File: config.mk
export PLATFORM = sky130hd
export DESIGN_NAME = mips_rtype_pipe
export DESIGN_NICKNAME = d
export VERILOG_FILES = /design/src/rtl/mips_rtype_pkg.sv /design/src/rtl/mips_rtype_alu.sv /design/src/rtl/mips_rtype_pipe.sv
export SDC_FILE = /design/constraint.sdc
export NUM_CORES = 2
export LEC_CHECK = 0
export CAP_MARGIN = 20
export CORE_ASPECT_RATIO = 1.5
export CORE_UTILIZATION = 25
export DETAILED_ROUTE_END_ITERATION = 6
export GPL_TIMING_DRIVEN = 0
export PLACE_DENSITY = 0.45
export SETUP_SLACK_MARGIN = 0.4
export SYNTH_ARGS = -nofsm -noshare
export SYNTH_HDL_FRONTEND = slang
export SYNTH_SLANG_ARGS = --single-unit
File: constraint.sdc
create_clock -name clk -period 9.5 [get_ports clk]
set_input_delay 1.425 -clock clk [delete_from_list [all_inputs] [get_ports clk]]
set_output_delay 1.425 -clock clk [all_outputs]
set_load 0.005 [all_outputs]
File: src/rtl/mips_rtype_pkg.sv
// Shared definitions for the two-stage MIPS R-type pipeline: funct encodings,
// ALU operation enum, decoded-instruction struct and the decoder itself.
package mips_rtype_pkg;

    localparam logic [5:0] F_SLL  = 6'h00;
    localparam logic [5:0] F_SRL  = 6'h02;
    localparam logic [5:0] F_SRA  = 6'h03;
    localparam logic [5:0] F_SLLV = 6'h04;
    localparam logic [5:0] F_SRLV = 6'h06;
    localparam logic [5:0] F_SRAV = 6'h07;
    localparam logic [5:0] F_ADD  = 6'h20;
    localparam logic [5:0] F_ADDU = 6'h21;
    localparam logic [5:0] F_SUB  = 6'h22;
    localparam logic [5:0] F_SUBU = 6'h23;
    localparam logic [5:0] F_AND  = 6'h24;
    localparam logic [5:0] F_OR   = 6'h25;
    localparam logic [5:0] F_XOR  = 6'h26;
    localparam logic [5:0] F_NOR  = 6'h27;
    localparam logic [5:0] F_SLT  = 6'h2A;
    localparam logic [5:0] F_SLTU = 6'h2B;

    typedef enum logic [4:0] {
        OP_SLL, OP_SRL, OP_SRA, OP_SLLV, OP_SRLV, OP_SRAV,
        OP_ADD, OP_ADDU, OP_SUB, OP_SUBU,
        OP_AND, OP_OR, OP_XOR, OP_NOR,
        OP_SLT, OP_SLTU, OP_NONE
    } alu_op_e;

    typedef struct packed {
        logic [4:0] rs;
        logic [4:0] rt;
        logic [4:0] rd;
        logic [4:0] shamt;
        alu_op_e    op;
        logic       legal;
    } dec_instr_t;

    // Split an instruction word into fields and map funct to an ALU op.
    // Anything that is not opcode 0 with a supported funct is flagged illegal.
    function automatic dec_instr_t decode(input logic [31:0] w);
        dec_instr_t d;
        logic       funct_ok;
        d.rs     = w[25:21];
        d.rt     = w[20:16];
        d.rd     = w[15:11];
        d.shamt  = w[10:6];
        funct_ok = 1'b1;
        case (w[5:0])
            F_SLL:   d.op = OP_SLL;
            F_SRL:   d.op = OP_SRL;
            F_SRA:   d.op = OP_SRA;
            F_SLLV:  d.op = OP_SLLV;
            F_SRLV:  d.op = OP_SRLV;
            F_SRAV:  d.op = OP_SRAV;
            F_ADD:   d.op = OP_ADD;
            F_ADDU:  d.op = OP_ADDU;
            F_SUB:   d.op = OP_SUB;
            F_SUBU:  d.op = OP_SUBU;
            F_AND:   d.op = OP_AND;
            F_OR:    d.op = OP_OR;
            F_XOR:   d.op = OP_XOR;
            F_NOR:   d.op = OP_NOR;
            F_SLT:   d.op = OP_SLT;
            F_SLTU:  d.op = OP_SLTU;
            default: begin
                d.op     = OP_NONE;
                funct_ok = 1'b0;
            end
        endcase
        d.legal = funct_ok && (w[31:26] == 6'd0);
        return d;
    endfunction

endpackage

File: src/rtl/mips_rtype_alu.sv
// Purely combinational R-type ALU: shifts, add/sub, logic and set-less-than.
// Optional macro RTYPE_OVF_TRAP_EN adds a signed-overflow flag for add/sub.
module mips_rtype_alu
    import mips_rtype_pkg::*;
#(
    parameter int XLEN    = 32,
    parameter int SHAMT_W = 5
) (
    input  alu_op_e            op_i,
    input  logic [XLEN-1:0]    rs_i,
    input  logic [XLEN-1:0]    rt_i,
    input  logic [SHAMT_W-1:0] shamt_i,
`ifdef RTYPE_OVF_TRAP_EN
    output logic               ovf_o,
`endif
    output logic [XLEN-1:0]    res_o
);

    localparam int SHW = $clog2(XLEN);

    logic [SHW-1:0]  sh_fix_s;
    logic [SHW-1:0]  sh_var_s;
    logic [XLEN-1:0] sum_s;
    logic [XLEN-1:0] diff_s;
    logic            lt_s;
    logic            ltu_s;

    // Shared intermediates: shift amounts, adder/subtractor, comparisons.
    always_comb begin
        // Immediate shifts wrap modulo XLEN; variable shifts take the low rs bits.
        sh_fix_s = SHW'(32'(shamt_i) % 32'(XLEN));
        sh_var_s = rs_i[SHW-1:0];
        sum_s    = rs_i + rt_i;
        diff_s   = rs_i - rt_i;
        lt_s     = $signed(rs_i) < $signed(rt_i);
        ltu_s    = rs_i < rt_i;
    end

    // Result multiplexer; shifts operate on rt, arithmetic is rs op rt.
    always_comb begin
        res_o = '0;
        case (op_i)
            OP_SLL:  res_o = rt_i << sh_fix_s;
            OP_SRL:  res_o = rt_i >> sh_fix_s;
            OP_SRA:  res_o = $signed(rt_i) >>> sh_fix_s;
            OP_SLLV: res_o = rt_i << sh_var_s;
            OP_SRLV: res_o = rt_i >> sh_var_s;
            OP_SRAV: res_o = $signed(rt_i) >>> sh_var_s;
            OP_ADD:  res_o = sum_s;
            OP_ADDU: res_o = sum_s;
            OP_SUB:  res_o = diff_s;
            OP_SUBU: res_o = diff_s;
            OP_AND:  res_o = rs_i & rt_i;
            OP_OR:   res_o = rs_i | rt_i;
            OP_XOR:  res_o = rs_i ^ rt_i;
            OP_NOR:  res_o = ~(rs_i | rt_i);
            OP_SLT:  res_o = {{(XLEN-1){1'b0}}, lt_s};
            OP_SLTU: res_o = {{(XLEN-1){1'b0}}, ltu_s};
            default: res_o = '0;
        endcase
    end

`ifdef RTYPE_OVF_TRAP_EN
    // Signed overflow: operands agree in sign (add) or differ (sub) and the
    // result sign differs from rs.
    always_comb begin
        case (op_i)
            OP_ADD:  ovf_o = (rs_i[XLEN-1] == rt_i[XLEN-1]) && (sum_s[XLEN-1] != rs_i[XLEN-1]);
            OP_SUB:  ovf_o = (rs_i[XLEN-1] != rt_i[XLEN-1]) && (diff_s[XLEN-1] != rs_i[XLEN-1]);
            default: ovf_o = 1'b0;
        endcase
    end
`endif

endmodule

File: src/rtl/mips_rtype_pipe.sv
// Two-stage pipelined MIPS R-type datapath with internal register file.
// S1 holds the issued instruction; the retire edge loads the result register
// and writes rd together, so a dependent instruction in S1 always sees it.
// Optional macro RTYPE_OVF_TRAP_EN: add/sub trap on signed overflow.
module mips_rtype_pipe
    import mips_rtype_pkg::*;
#(
    parameter int XLEN    = 32,
    parameter int NREGS   = 32,
    parameter int SHAMT_W = 5
) (
    input  logic            clk,
    input  logic            rst,
    input  logic            in_valid,
    output logic            in_ready,
    input  logic [31:0]     instr,
    output logic            res_valid,
    input  logic            res_ready,
    output logic [XLEN-1:0] res_data,
    output logic [4:0]      res_rd,
    output logic            res_err,
    input  logic            pre_we,
    input  logic [4:0]      pre_addr,
    input  logic [XLEN-1:0] pre_data
);

    localparam int AW = $clog2(NREGS);

    logic            s1_full_q, s1_full_d;
    logic [31:0]     s1_instr_q, s1_instr_d;
    logic            res_valid_q, res_valid_d;
    logic [XLEN-1:0] res_data_q, res_data_d;
    logic [4:0]      res_rd_q, res_rd_d;
    logic            res_err_q, res_err_d;
    logic [XLEN-1:0] rf_q [NREGS];

    logic            stall_s;
    logic            advance_s;
    logic            accept_s;
    dec_instr_t      dec_s;
    logic [AW-1:0]   rs_idx_s, rt_idx_s, rd_idx_s, pre_idx_s;
    logic [XLEN-1:0] rs_val_s, rt_val_s, alu_res_s;
    logic            ovf_s;
    logic            err_s;
    logic            ret_wr_s;
    logic            pre_wr_s;

    // Handshake: a held result blocks retire; S1 can refill only if it drains.
    always_comb begin
        stall_s   = res_valid_q && !res_ready;
        advance_s = s1_full_q && !stall_s;
        in_ready  = !s1_full_q || !stall_s;
        accept_s  = in_valid && in_ready;
    end

    // Decode S1 and read operands; r0 always reads as zero.
    always_comb begin
        dec_s    = decode(s1_instr_q);
        rs_idx_s = dec_s.rs[AW-1:0];
        rt_idx_s = dec_s.rt[AW-1:0];
        rd_idx_s = dec_s.rd[AW-1:0];
        rs_val_s = (rs_idx_s == '0) ? '0 : rf_q[rs_idx_s];
        rt_val_s = (rt_idx_s == '0) ? '0 : rf_q[rt_idx_s];
    end

    mips_rtype_alu #(
        .XLEN    (XLEN),
        .SHAMT_W (SHAMT_W)
    ) u_alu (
        .op_i    (dec_s.op),
        .rs_i    (rs_val_s),
        .rt_i    (rt_val_s),
        .shamt_i (dec_s.shamt[SHAMT_W-1:0]),
`ifdef RTYPE_OVF_TRAP_EN
        .ovf_o   (ovf_s),
`endif
        .res_o   (alu_res_s)
    );

`ifndef RTYPE_OVF_TRAP_EN
    assign ovf_s = 1'b0;
`endif

    // Write qualification for retire and preload ports.
    always_comb begin
        err_s     = !dec_s.legal || ovf_s;
        ret_wr_s  = advance_s && !err_s && (rd_idx_s != '0);
        pre_wr_s  = pre_we && (32'(pre_addr) < 32'(NREGS)) && (pre_addr != 5'd0);
        pre_idx_s = pre_addr[AW-1:0];
    end

    // Next state for S1 and the result register.
    always_comb begin
        s1_full_d   = s1_full_q;
        s1_instr_d  = s1_instr_q;
        res_valid_d = res_valid_q;
        res_data_d  = res_data_q;
        res_rd_d    = res_rd_q;
        res_err_d   = res_err_q;
        if (accept_s) begin
            s1_full_d  = 1'b1;
            s1_instr_d = instr;
        end else if (advance_s) begin
            s1_full_d  = 1'b0;
        end else begin
            s1_full_d  = s1_full_q;
        end
        if (advance_s) begin
            res_valid_d = 1'b1;
            // Illegal instructions report zero; overflow traps keep the wrapped value.
            res_data_d  = dec_s.legal ? alu_res_s : '0;
            res_rd_d    = dec_s.rd;
            res_err_d   = err_s;
        end else if (!stall_s) begin
            res_valid_d = 1'b0;
        end else begin
            res_valid_d = res_valid_q;
        end
    end

    // Pipeline state registers with synchronous reset.
    always_ff @(posedge clk) begin
        if (rst) begin
            s1_full_q   <= 1'b0;
            s1_instr_q  <= 32'd0;
            res_valid_q <= 1'b0;
            res_data_q  <= '0;
            res_rd_q    <= 5'd0;
            res_err_q   <= 1'b0;
        end else begin
            s1_full_q   <= s1_full_d;
            s1_instr_q  <= s1_instr_d;
            res_valid_q <= res_valid_d;
            res_data_q  <= res_data_d;
            res_rd_q    <= res_rd_d;
            res_err_q   <= res_err_d;
        end
    end

    // Register file; the retire write is issued last so it wins a collision.
    always_ff @(posedge clk) begin
        if (rst) begin
            for (int i = 0; i < NREGS; i++) begin
                rf_q[i] <= '0;
            end
        end else begin
            if (pre_wr_s) begin
                rf_q[pre_idx_s] <= pre_data;
            end
            if (ret_wr_s) begin
                rf_q[rd_idx_s] <= alu_res_s;
            end
        end
    end

    assign res_valid = res_valid_q;
    assign res_data  = res_data_q;
    assign res_rd    = res_rd_q;
    assign res_err   = res_err_q;

endmodule

==> impl_metrics.ini <==
[worst_setup_path]
arrival_ns = 9.80
crit_fanout = 10
path_class = reg -> reg
worstSetupStartpointType = flip-flop
end_kind = flip-flop
r2r_cells = 18
required_ns = 10.02

[floorplanning]
core.rowCount = 248
die_w_um = 453
fp.dieArea_sq_um = 308000
start_util_pct = 25.1
core_sq_um = 304000
die_h_um = 679
pin_count = 114

[drt]
wl_per_cell_um = 44.4
antenna_left = 0
viasPerCell = 6.17
num_vias = 72400
drcViolationCount = 3
wl_um = 521000
drtIter0Drc = 9638
first_pass_iters = 7

[clock_network]
cts_tree = done
cts_sinks = 1106
cts.clk_slew.worst_paths_ns = 0.06
cts.path.max_buffers = 3
cts_hold_buf = 0
clock-root-buffer = clkbuf_16
numCtsBuffers = 120
clock_latency_ns = 0.82
htreeDepth = 3

[yosys]
synth-seq-cells = 1106
synth_seq_area_share_pct = 42.4
synth_ff_type = edfxtp_1
synth_top_area_cell = edfxtp_1
synth_area_sq_um = 76400
yosysWarnings = 0
synth-edff-count = 1024
async_flop_share_pct = 0
synth.distinct_cells = 122
syn-instance-count = 7186
synth_top_area_share_pct = 40.3
synth_area_leaders = edfxtp_1 40%, mux4_2 14%, nand3_1 6.3%, mux2i_1 5.9%, o21ai_0 5.8%
avgSynthCellArea_sq_um = 10.6

[layout]
areaGrowthSynthToFinish_pct = 17.3
drive_gt1_share_pct = 17.6
nets = 7787
utilization_pct = 29.4

[outcome]
violations = design-rule violations
status = finished, violations left

[placed_design]
dpl_worst_slack_ns = -1.56
gp_congestion = 1.11
port_buffers = 113
hpwlAfterDp_um = 426000

[pwr]
swShare_pct = 38.2
clockPowerShare_pct = 32.8
vdd_drop_max_mv = 0.165
power_frac_seq_pct = 36.8
power_density_nw_per_um2 = 172
intPower_w = 0.00950
p_leak_nw = 30.0
p_sw_w = 0.00588
combPwrFrac_pct = 30.4
power_w = 0.0154

[grt]
grt_max_degree = 20
grt_use_total_pct = 33.0
antenna_found_initial = 39
grt_first_pass_wirelength_um = 678000
overflow = 0
grt_pass1_vias = 70300

[timing]
skew_ns = 0.0713
fin_crit_ns = 9.28
min_period_over_period_pct = 97.7
hold_viol = 0
fmax_ghz = 0.108
slew_viol_final = 0
rsz0062_at_grt = yes
worst_pin_slew_ns = 1.46
setup_slack_ns = 0.217
finalSetupViolCount = 0
maxSlewHeadroom_pct = 2.62
setup_tns_ns = 0
holdWs_ns = 0.454

[flow_run]
max_cap_violations = 0

[min_path]
min_path_cells = 2
hold_path.class = reg -> reg
registers in the layout, summed over array words and instances (netlist names), named ones only:
name,cells
s1_instr_q,32
res_err,1
rf_q,1024
res_data,32
res_valid,1
s1_full_q,1
res_rd,5
synthesized netlist by cell type, drive strengths merged, types with 104 or more instances:
cell    instances
a21oi         248
a22oi         106
and3          104
buf           250
clkbuf        546
edfxtp       1024
ha            106
inv           118
mux2i         451
mux4          482
nand2         439
nand3         968
nor2          292
o21ai        1072
worst paths after layout:
path | from | end | slack (ns)
setup reg to reg | flip-flop | rf_q[26][6] | 0.22
hold / removal | res_data[13] | res_data[13] | 0.45
setup / recovery | flip-flop | rf_q[26][6] | 0.22
hold reg to reg | res_data[13] | res_data[13] | 0.45
repair_timing:
| item | in CTS | in global routing |
|---|---|---|
| resized for setup | 47 | 30 |
| pin swaps | 7 | 1 |
| endpoints found under the setup margin | 721 | 488 |
| setup buffers | 11 | 3 |
cell families after synthesis:
kind of cell	count (synthesis)	synth area share, %
other	1	0.00491
AOI/OAI and AO/OA	1888	15.0
adders and majority gates	107	1.76
muxes	983	20.9
and+or+nand+nor	2113	13.4
buffers and inverters	936	5.84
xor gates and xnor gates	52	0.596
DFF	1106	42.4
power groups by stage:
stage / logic, W / registers (W) / clock network (W)
global placement: 0.00423 / 0.00575 / 0
finish: 0.00468 / 0.00566 / 0.00504
detailed placement: 0.00438 / 0.00575 / 0
CTS: 0.00446 / 0.00565 / 0.00503
global route: 0.00471 / 0.00567 / 0.00518
floorplan: 0.00218 / 0.00569 / 0
critical path, stage by stage, from the launching register on:
cell	delay, ns
dfxtp_1	0.32
buf_2	0.30
buf_2	0.41
buf_2	0.74
buf_2	0.69
buf_2	0.72
nand3_1	0.34
o22ai_1	0.23
a211oi_1	0.07
nand2_1	0.69
inv_1	0.45
mux2i_1	0.47
nand2b_1	0.81
o311ai_0	0.45
a221oi_1	0.41
o2111ai_1	0.49
a211oi_4	0.86
buf_4	0.31
o21ai_1	0.09
stage by stage:
step	cells	cell area [sq um]
after floorplan	7217	76500
after global placement	11300	82600
after detailed placement	11500	84800
after CTS	11700	89200
after global routing	11700	89500
final	11700	89500
area by class of cell:
type                            count  area [sq um]
Clock buffer                      168          3430
Tap cell                         4000          5000
Antenna cell                       19          47.5
Buffer                            816          4150
Sequential cell                  1106         32400
Timing Repair Buffer              267          3510
Fill cell                       31600        215000
Multi-Input combinational cell   5175         39900
Clock inverter                     59           586
Inverter                          120           455
layout by cell type, fill, tap and decap left out, types with 58 or more instances in the layout:
cell type	Yosys	final
ha_1	106	106
a21oi_1	247	242
nand2_1	437	436
buf_2	111	124
clkbuf_16	0	125
inv_1	112	112
a22oi_1	102	102
o21ai_1	156	155
buf_4	42	74
nor2_1	288	282
buf_8	4	65
o21ai_0	880	879
clkbuf_1	512	498
dfxtp_1	82	82
clkdlybuf4s50_1	0	113
mux4_2	471	471
mux2i_1	450	450
nand3_1	968	968
a21o_1	77	77
edfxtp_1	1024	1024
buf_6	46	58
clkbuf_2	32	66
and3_1	104	103
routing by layer:
| layer | vias to the layer above | track usage [%] | wire [um] |
|---|---|---|---|
| met5 | - | 0.0158 | 58 |
| met4 | 6 | 33.1 | 63900 |
| met3 | 1698 | 6.40 | 38700 |
| met2 | 4865 | 56.2 | 252000 |
| met1 | 37200 | 33.2 | 166000 |
| li1 | 28600 | - | - |
Power figures use the tool's default switching activity.
